--- src/rtl/pipe_stall_ctrl_pkg.sv ---
// Shared definitions for the pipeline stall / run-control sequencer.
//   - CPU_STATE_* codes: state encoding also consumed by the debug display.
//   - cpu_state_e: FSM state type built on those codes.
//   - ctrl_t / ctrl_decode: pipeline control bundle and its decode from adv/hazard/branch.
package pipe_stall_ctrl_pkg;

   localparam logic [1:0] CPU_STATE_IDLE   = 2'd0;
   localparam logic [1:0] CPU_STATE_RUN    = 2'd1;
   localparam logic [1:0] CPU_STATE_STEP   = 2'd2;
   localparam logic [1:0] CPU_STATE_HALTED = 2'd3;

   typedef enum logic [1:0] {
      StIdle   = CPU_STATE_IDLE,
      StRun    = CPU_STATE_RUN,
      StStep   = CPU_STATE_STEP,
      StHalted = CPU_STATE_HALTED
   } cpu_state_e;

   typedef struct packed {
      logic wpc;
      logic if_id_wen;
      logic if_id_flush;
      logic id_ex_bubble;
      logic pipe_en;
   } ctrl_t;

   // Load-use hazard wins over a taken branch: the branch operands are not ready yet,
   // so the branch is re-evaluated next cycle once the bubble has gone through.
   function automatic ctrl_t ctrl_decode(input logic adv, input logic hazard, input logic branch);
      ctrl_t c;
      c = '0;
      if (adv) begin
         c.pipe_en = 1'b1;
         if (hazard) begin
            c.id_ex_bubble = 1'b1;
         end else begin
            c.wpc         = 1'b1;
            c.if_id_wen   = 1'b1;
            c.if_id_flush = branch;
         end
      end
      return c;
   endfunction

endpackage

--- src/rtl/pipe_stall_ctrl_step_sync.sv ---
// Step-button synchroniser and rising-edge detector.
// Ports:
//   clk          system clock
//   rst          asynchronous active-high reset
//   step_i       asynchronous step level (already debounced)
//   step_pulse_o one-cycle pulse, SYNC_STAGES+1 cycles after a rising edge of step_i
module pipe_stall_ctrl_step_sync #(
   parameter int unsigned SYNC_STAGES = 2
) (
   input  logic clk,
   input  logic rst,
   input  logic step_i,
   output logic step_pulse_o
);

   logic [SYNC_STAGES-1:0] sync_q, sync_d;
   logic                   edge_q, edge_d;
   logic                   pulse_q, pulse_d;

   always_comb begin
      sync_d  = {sync_q[SYNC_STAGES-2:0], step_i};
      edge_d  = sync_q[SYNC_STAGES-1];
      // Registered so downstream logic sees a clean single-cycle pulse.
      pulse_d = sync_q[SYNC_STAGES-1] & ~edge_q;
   end

   always_ff @(posedge clk or posedge rst) begin
      if (rst) begin
         sync_q  <= '0;
         edge_q  <= 1'b0;
         pulse_q <= 1'b0;
      end else begin
         sync_q  <= sync_d;
         edge_q  <= edge_d;
         pulse_q <= pulse_d;
      end
   end

   assign step_pulse_o = pulse_q;

endmodule

--- src/rtl/pipe_stall_ctrl.sv ---
// Central sequencer for the 5-stage pipeline: load-use stall, taken-branch flush,
// free-run / single-step / halt run control, and saturating debug counters.
// Ports:
//   clk, rst                 clock, asynchronous active-high reset
//   run_mode, step, halt_req run control (1 = free run; step button; halt level)
//   id_rs, id_rt, id_uses_*  source operands of the instruction in ID
//   ex_mem_read, ex_rd       load-in-EX indication and its destination
//   id_branch_taken          branch/jump resolved taken in ID
//   wpc, if_id_wen           PC and IF/ID write enables
//   if_id_flush              clear IF/ID to NOP
//   id_ex_bubble             load NOP into ID/EX
//   pipe_en                  enable for ID/EX, EX/MEM, MEM/WB
//   cpu_state                FSM state code
//   cycle_cnt, stall_cnt     saturating advance / load-use stall counters
module pipe_stall_ctrl
   import pipe_stall_ctrl_pkg::*;
#(
   parameter int unsigned CNT_W       = 16,
   parameter int unsigned SYNC_STAGES = 2,
   parameter int unsigned REG_W       = 5
) (
   input  logic             clk,
   input  logic             rst,
   input  logic             run_mode,
   input  logic             step,
   input  logic             halt_req,
   input  logic [REG_W-1:0] id_rs,
   input  logic [REG_W-1:0] id_rt,
   input  logic             id_uses_rs,
   input  logic             id_uses_rt,
   input  logic             ex_mem_read,
   input  logic [REG_W-1:0] ex_rd,
   input  logic             id_branch_taken,
   output logic             wpc,
   output logic             if_id_wen,
   output logic             if_id_flush,
   output logic             id_ex_bubble,
   output logic             pipe_en,
   output logic [1:0]       cpu_state,
   output logic [CNT_W-1:0] cycle_cnt,
   output logic [CNT_W-1:0] stall_cnt
);

   cpu_state_e       state_q, state_d;
   logic [CNT_W-1:0] cycle_q, cycle_d;
   logic [CNT_W-1:0] stall_q, stall_d;
   logic             step_pulse;
   logic             adv;
   logic             hazard;
   ctrl_t            ctrl;

   pipe_stall_ctrl_step_sync #(
      .SYNC_STAGES (SYNC_STAGES)
   ) u_step_sync (
      .clk          (clk),
      .rst          (rst),
      .step_i       (step),
      .step_pulse_o (step_pulse)
   );

   // Register 0 is hard-wired, so a load into it never creates a dependency.
   always_comb begin
      hazard = 1'b0;
      if (ex_mem_read && (ex_rd != '0)) begin
         hazard = (id_uses_rs && (id_rs == ex_rd)) || (id_uses_rt && (id_rt == ex_rd));
      end
   end

   always_comb begin
      adv = 1'b0;
      unique case (state_q)
         StRun:   adv = 1'b1;
         StStep:  adv = step_pulse;
         default: adv = 1'b0;
      endcase
   end

   // Halt takes priority over a mode change; a step pulse coinciding with a halt
   // still advances this cycle because adv depends only on the current state.
   always_comb begin
      state_d = state_q;
      unique case (state_q)
         StIdle: state_d = StRun;
         StRun: begin
            if (halt_req)       state_d = StHalted;
            else if (!run_mode) state_d = StStep;
         end
         StStep: begin
            if (halt_req)      state_d = StHalted;
            else if (run_mode) state_d = StRun;
         end
         StHalted: begin
            if (!halt_req) state_d = run_mode ? StRun : StStep;
         end
         default: state_d = StIdle;
      endcase
   end

   always_comb begin
      cycle_d = cycle_q;
      stall_d = stall_q;
      if (adv && (cycle_q != '1)) cycle_d = cycle_q + 1'b1;
      if (adv && hazard && (stall_q != '1)) stall_d = stall_q + 1'b1;
   end

   always_ff @(posedge clk or posedge rst) begin
      if (rst) begin
         state_q <= StIdle;
         cycle_q <= '0;
         stall_q <= '0;
      end else begin
         state_q <= state_d;
         cycle_q <= cycle_d;
         stall_q <= stall_d;
      end
   end

   assign ctrl         = ctrl_decode(adv, hazard, id_branch_taken);
   assign wpc          = ctrl.wpc;
   assign if_id_wen    = ctrl.if_id_wen;
   assign if_id_flush  = ctrl.if_id_flush;
   assign id_ex_bubble = ctrl.id_ex_bubble;
   assign pipe_en      = ctrl.pipe_en;
   assign cpu_state    = state_q;
   assign cycle_cnt    = cycle_q;
   assign stall_cnt    = stall_q;

endmodule
--- config.mk ---
export PLATFORM = sky130hd
export DESIGN_NAME = pipe_stall_ctrl
export DESIGN_NICKNAME = d
export VERILOG_FILES = /design/src/rtl/pipe_stall_ctrl_pkg.sv /design/src/rtl/pipe_stall_ctrl_step_sync.sv /design/src/rtl/pipe_stall_ctrl.sv
export SDC_FILE = /design/constraint.sdc
export NUM_CORES = 1
export LEC_CHECK = 0
export CORE_ASPECT_RATIO = 1.2
export CORE_UTILIZATION = 30
export CTS_CLUSTER_SIZE = 8
export DETAILED_ROUTE_END_ITERATION = 10
export HOLD_SLACK_MARGIN = 0.1
export PLACE_DENSITY = 0.64
export SETUP_SLACK_MARGIN = 0.4
export SLEW_MARGIN = 0
export SYNTH_ARGS = -nofsm -noshare
export SYNTH_HDL_FRONTEND = slang
export SYNTH_SLANG_ARGS = --single-unit
--- constraint.sdc ---
create_clock -name clk -period 3.5 [get_ports clk]
set_input_delay 0.7 -clock clk [delete_from_list [all_inputs] [get_ports clk]]
set_output_delay 0.7 -clock clk [all_outputs]
set_load 0.05 [all_outputs]
; ---- Yosys cells after proc, flatten, opt, wreduce, memory -nomap -nowiden
; Index checks and enable logic that the tools add are counted.
[classes]
addsub = 2
n_eq_ne = 10
n_mux = 12
bitwise = 2
n_reduce_logical = 10
[op_table]
columns = op, count
row1 = adder 16 x 1 -> 16 bit (second input constant), 2
row2 = != test 16 bit (second input constant), 2
row3 = 2-to-1 mux 2 bit, 6
row4 = equality test 5 bit, 2
row5 = one-hot mux 2 bit (4 select lines), 1
row6 = logical AND 1 bit, 6
row7 = != test 3 bit (second input constant), 2
row8 = 2-to-1 mux 5 bit, 1
row9 = nonzero test 5 bit, 1
row10 = equality test 2 bit (second input constant), 2
row11 = 2-to-1 mux 3 bit, 1
row12 = AND reduction 3 bit, 1
row13 = equality test 2 x 1 -> 1 bit (second input constant), 1
row14 = logical NOT 2 bit, 1
row15 = 2-to-1 mux 1 bit, 2
row16 = != test 2 bit (second input constant), 1
row17 = one-hot mux 1 bit (2 select lines), 1
row18 = AND 1 bit, 1
row19 = logical OR 1 bit, 1
row20 = inverter 1 bit, 1
[totals]
wordCells = 42
output_inout_bits = 39
register_bits = 38
inputBits = 24

; ---- Depth between registers and ports, before layout
[depth]
word_depth = 6
mapped_depth = 8
mapped_depth_nobuf = 7

; ---- Cells and area by module
; From an unflattened synthesis, not the netlist that was laid out.
[unflattened]
hier_cells = 185
hier_area_um2 = 1955.6
[by_module_without_submodules]
columns = module, n_inst, cells_per_inst, seq_area_each_um2, area_per_inst_um2
row1 = pipe_stall_ctrl, 1, 179, 850.8, 1838.0
row2 = pipe_stall_ctrl_step_sync, 1, 6, 100.1, 117.6

; ---- Worst setup path after synthesis
; No wires, ideal clock.
[synth_timing]
path_kind = register to output
from = reg state_q[0], in the netlist cpu_state[0]
to = out if_id_flush
t_required_ps = 2800
path_stages_with_launch = 6
n_path_buf = 0
slack_ps = 151
t_arrival_ps = 2649
cell_sequence = dfrtp_1 inv_1 ha_1 nand2_2 a31oi_1 and2_1
[synth_via]
elab_chain_cells = 3
elab_cells_between_ends = 4
cone_classes = 2 x eq/ne / 2 x mux
[synth_lines]
columns = element, line
row1 = from (decl), pipe_stall_ctrl.sv:44  ; cpu_state_e state_q, state_d;
row2 = from (signal assigned), pipe_stall_ctrl.sv:108  ; state_q <= StIdle;
row3 = from (signal assigned), pipe_stall_ctrl.sv:112  ; state_q <= state_d;
row4 = equality test 2 bit / equality test 2 x 1 -> 1 bit (equally long branches), pipe_stall_ctrl.sv:71  ; unique case (state_q)
row5 = one-hot mux 1 bit (2 select lines) *, pipe_stall_ctrl.sv:71
row6 = 2-to-1 mux 5 bit *, pipe_stall_ctrl_pkg.sv:32  ; if (adv) begin
row7 = to (decl), pipe_stall_ctrl.sv:36  ; output logic if_id_flush,
; Every way passes the cells marked *; elsewhere a longest branch is shown, timed or not.

; ---- Worst setup path in the final report
[layout_timing]
from = in ex_rd[4]
to = out if_id_flush
[layout_via]
elab_chain_cells = 6
elab_cells_between_ends = 10
cone_classes = 2 x eq/ne / 3 x mux / 5 x reduce/logical
[layout_lines]
columns = element, line
row1 = from (decl), pipe_stall_ctrl.sv:32  ; input logic [REG_W-1:0] ex_rd,
row2 = equality test 5 bit, pipe_stall_ctrl.sv:65  ; hazard = (id_uses_rs && (id_rs == ex_rd)) || (id_uses_rt && (id_rt == ex_rd));
row3 = logical AND 1 bit, pipe_stall_ctrl.sv:65
row4 = logical OR 1 bit, pipe_stall_ctrl.sv:65
row5 = 2-to-1 mux 1 bit *, pipe_stall_ctrl.sv:64  ; if (ex_mem_read && (ex_rd != '0)) begin
row6 = 2-to-1 mux 3 bit *, pipe_stall_ctrl_pkg.sv:34  ; if (hazard) begin
row7 = 2-to-1 mux 5 bit *, pipe_stall_ctrl_pkg.sv:32
; Marks and branches as above.

==> metrics.csv <==
metric;value;unit
Slew @ Worst Pin;524;ps
most frequent cell after synthesis;dfrtp_1;
Worst Setup SP;ex_rd[4];
First-pass DRT Iterations;4;
DR DRC count;0;
Min Hold Slack;350;ps
IO Pins;63;
largest family of logic cells by synthesized area;simple AND/OR/NAND/NOR gates;
CTS Buf Count;5;
Crit Path Max Fanout;3;
global-route wire length before repair;7520;um
count of final setup violators;0;
Syn Std Cell Area;2030;um2
Die Y;92.2;um
Fillers;636;
drt initial violations;37;
Hold Path Class;reg -> reg;
LEAKAGE;1.18;nW
Worst Path Required;2800;ps
placed wire-length estimate;3250;um
clock sink count;38;
cell breakdown of the critical path;clkdlybuf4s50_1 -> xnor2_1 -> nand4_1 -> o22ai_2 -> a31oi_2 -> and2_1 -> buf_4;
VDD IR max;0.445;mV
Vias per Instance;4.80;
adder-cell share of the synthesized area;3.69;%
RSZ-0062 raised after global routing;false;
reg2reg end;cycle_cnt[13];
largest net degree at the start of global routing;39;
Crit Path Class;in -> out;
TNS Setup;0;ps
Max Clk Rate;338;MHz
post-synthesis sequential area ratio;46.8;%
Final min period;2960;ps
max-slew violations;0;
highest-delay cell along the critical path;clkdlybuf4s50_1;
r2r setup slk;1460;ps
Final Hold Fails;0;
FF-to-FF path depth;7;
Vias;1631;
FF/Latch Area;951;um2
top cells by area, synth;dfrtp_1 47%, xnor2_1 16%, nand4_1 5.8%;
# resized after CTS;0;
Final Core Density;43.8;%
root buffer cell;clkbuf_8;
area taken by multi-input logic gates;1040;um2
critical register-to-register path startpoint;cpu_state[0];
Worst setup EP type;output port;
H-tree depth;2;
Synth Instances;188;
number of flops mapped to enable cells by yosys;0;
antenna viol nets, final;0;
Worst slew margin;64.8;%
die width;77.1;um
pwr dens;568;nW/um2
yosys warns;0;
row count;32;
net count reported at finish;286;
Synth top area share;46.8;%
mux share of post-synthesis cell area;1.97;%
# port buffers;62;
vias in the first global route;1624;
share of layout cells above drive strength 1;10.2;%
FFs w/ async S/R, synth;100;%
Post-Synth XOR/XNOR Area;17.2;%
diodes inserted;0;
Syn Area/Cell;10.8;um2
core area;6490;um2
Arr. time, crit path;2260;ps
crit path capture;if_id_flush;
GRT overflow;0;
Initial Utilization;31.3;%
most instantiated cells after synthesis;38 x dfrtp_1, 37 x xnor2_1, 19 x nand4_1;
clock slew at reported path FFs;70;ps
Yosys reg bits;38;
routed wire length;4340;um
Distinct cells, synth;37;
gr usage total;13.5;%
CTS tree;yes;
Die Area;7110;um2
initial antenna violation count;0;
status;finished clean;
Slowest Stage Delay on Critical Path;530;ps
Wirelength per Cell;12.8;um
Compound-Gate Fraction of Synth Area;3.51;%
Total Power;0.00161;W
clk_lat worst skew;280;ps
Final Skew;5.23;ps
P&R area growth vs syn;39.7;%
Synth area leader;dfrtp_1;
total of max-cap violations;0;
CP Launch Type;input port;
clk buf depth;2;
routability cong.;0.749;
post-synth net total;218;
ys flop type;dfrtp_1;
final worst-path cycle share;84.6;%
simple-gate share of the synthesized area;24.4;%
[registers in the layout, indices dropped and copies added, names as in the netlist]
name	cells
stall_cnt	16
cpu_state	2
u_step_sync.edge_q	1
u_step_sync.step_pulse_o	1
u_step_sync.sync_q	2
cycle_cnt	16
[worst max-delay path, delay by kind of cell]
| family | cells | cell delay (ps) |
|---|---|---|
| buffers and inverters | 2 | 710 |
| AO/OA/AOI/OAI | 2 | 390 |
| XOR/XNOR | 1 | 140 |
| AND/OR/NAND/NOR | 2 | 310 |
[layer usage]
metal	share of wire (%)	vias up	track usage (%)	routed length, um
met3	5.0	5	4.18	216
met1	45	788	16.2	1950
met2	48	42	22.3	2100
li1	-	796	-	-
met4	1.6	0	5.19	68
met5	0	-	0	0
[layout make-up]
type / count / area share, %
inverters: 4 / 0.529
multi-input cells: 142 / 36.6
flip-flops and latches: 38 / 33.5
well taps: 85 / 3.75
clock buffers: 6 / 2.91
repair buffers: 65 / 22.7
[logic make-up after synthesis]
logic type | Yosys count
simple gates | 83
xor+xnor | 40
flops | 38
compound gates | 10
buf+inv | 8
fa+ha+maj | 6
mux | 3
[worst min path at each step]
stage               depth (start not counted)                    end                  start
floorplan                                   0  u_step_sync.sync_q[1]  u_step_sync.sync_q[0]
global placement                            0  u_step_sync.sync_q[1]  u_step_sync.sync_q[0]
detailed placement                          0  u_step_sync.sync_q[1]  u_step_sync.sync_q[0]
CTS                                         0  u_step_sync.sync_q[1]  u_step_sync.sync_q[0]
global route                                0  u_step_sync.sync_q[1]  u_step_sync.sync_q[0]
finish                                      0  u_step_sync.sync_q[1]  u_step_sync.sync_q[0]
[cell usage in the layout (no fill, tap or decap), types with 4 or more instances in the layout]
cell,count
nand4_1,19
xnor2_1,37
and4_1,4
nand3_1,8
and3_1,8
nand2_1,17
dfrtp_1,38
and2_1,4
ha_1,6
clkdlybuf4s50_1,58
clkbuf_8,6
buf_4,6
nor2_1,10
inv_1,4
[metrics by stage]
step / cells / cell area [um2] / setup slack, ps
after floorplan: 188 / 2040 / 477
after global placement: 334 / 2760 / 566
after detailed placement: 334 / 2760 / 535
after CTS: 340 / 2840 / 528
after global routing: 340 / 2840 / 410
final: 340 / 2840 / 539
[power by group]
group	switching, W	internal (W)
registers	0.0000756	0.000492
clock network	0.000139	0.000152
logic	0.000481	0.000274
total	0.000695	0.000918
[what timing repair did]
action / 4_1_cts / 5_1_grt
setup buffers: 0 / 0
endpoints found under the setup margin: 0 / 1
hold buffers: 0 / 0
hold endpoints to repair: 0 / 0
Power figures use the tool's default switching activity.
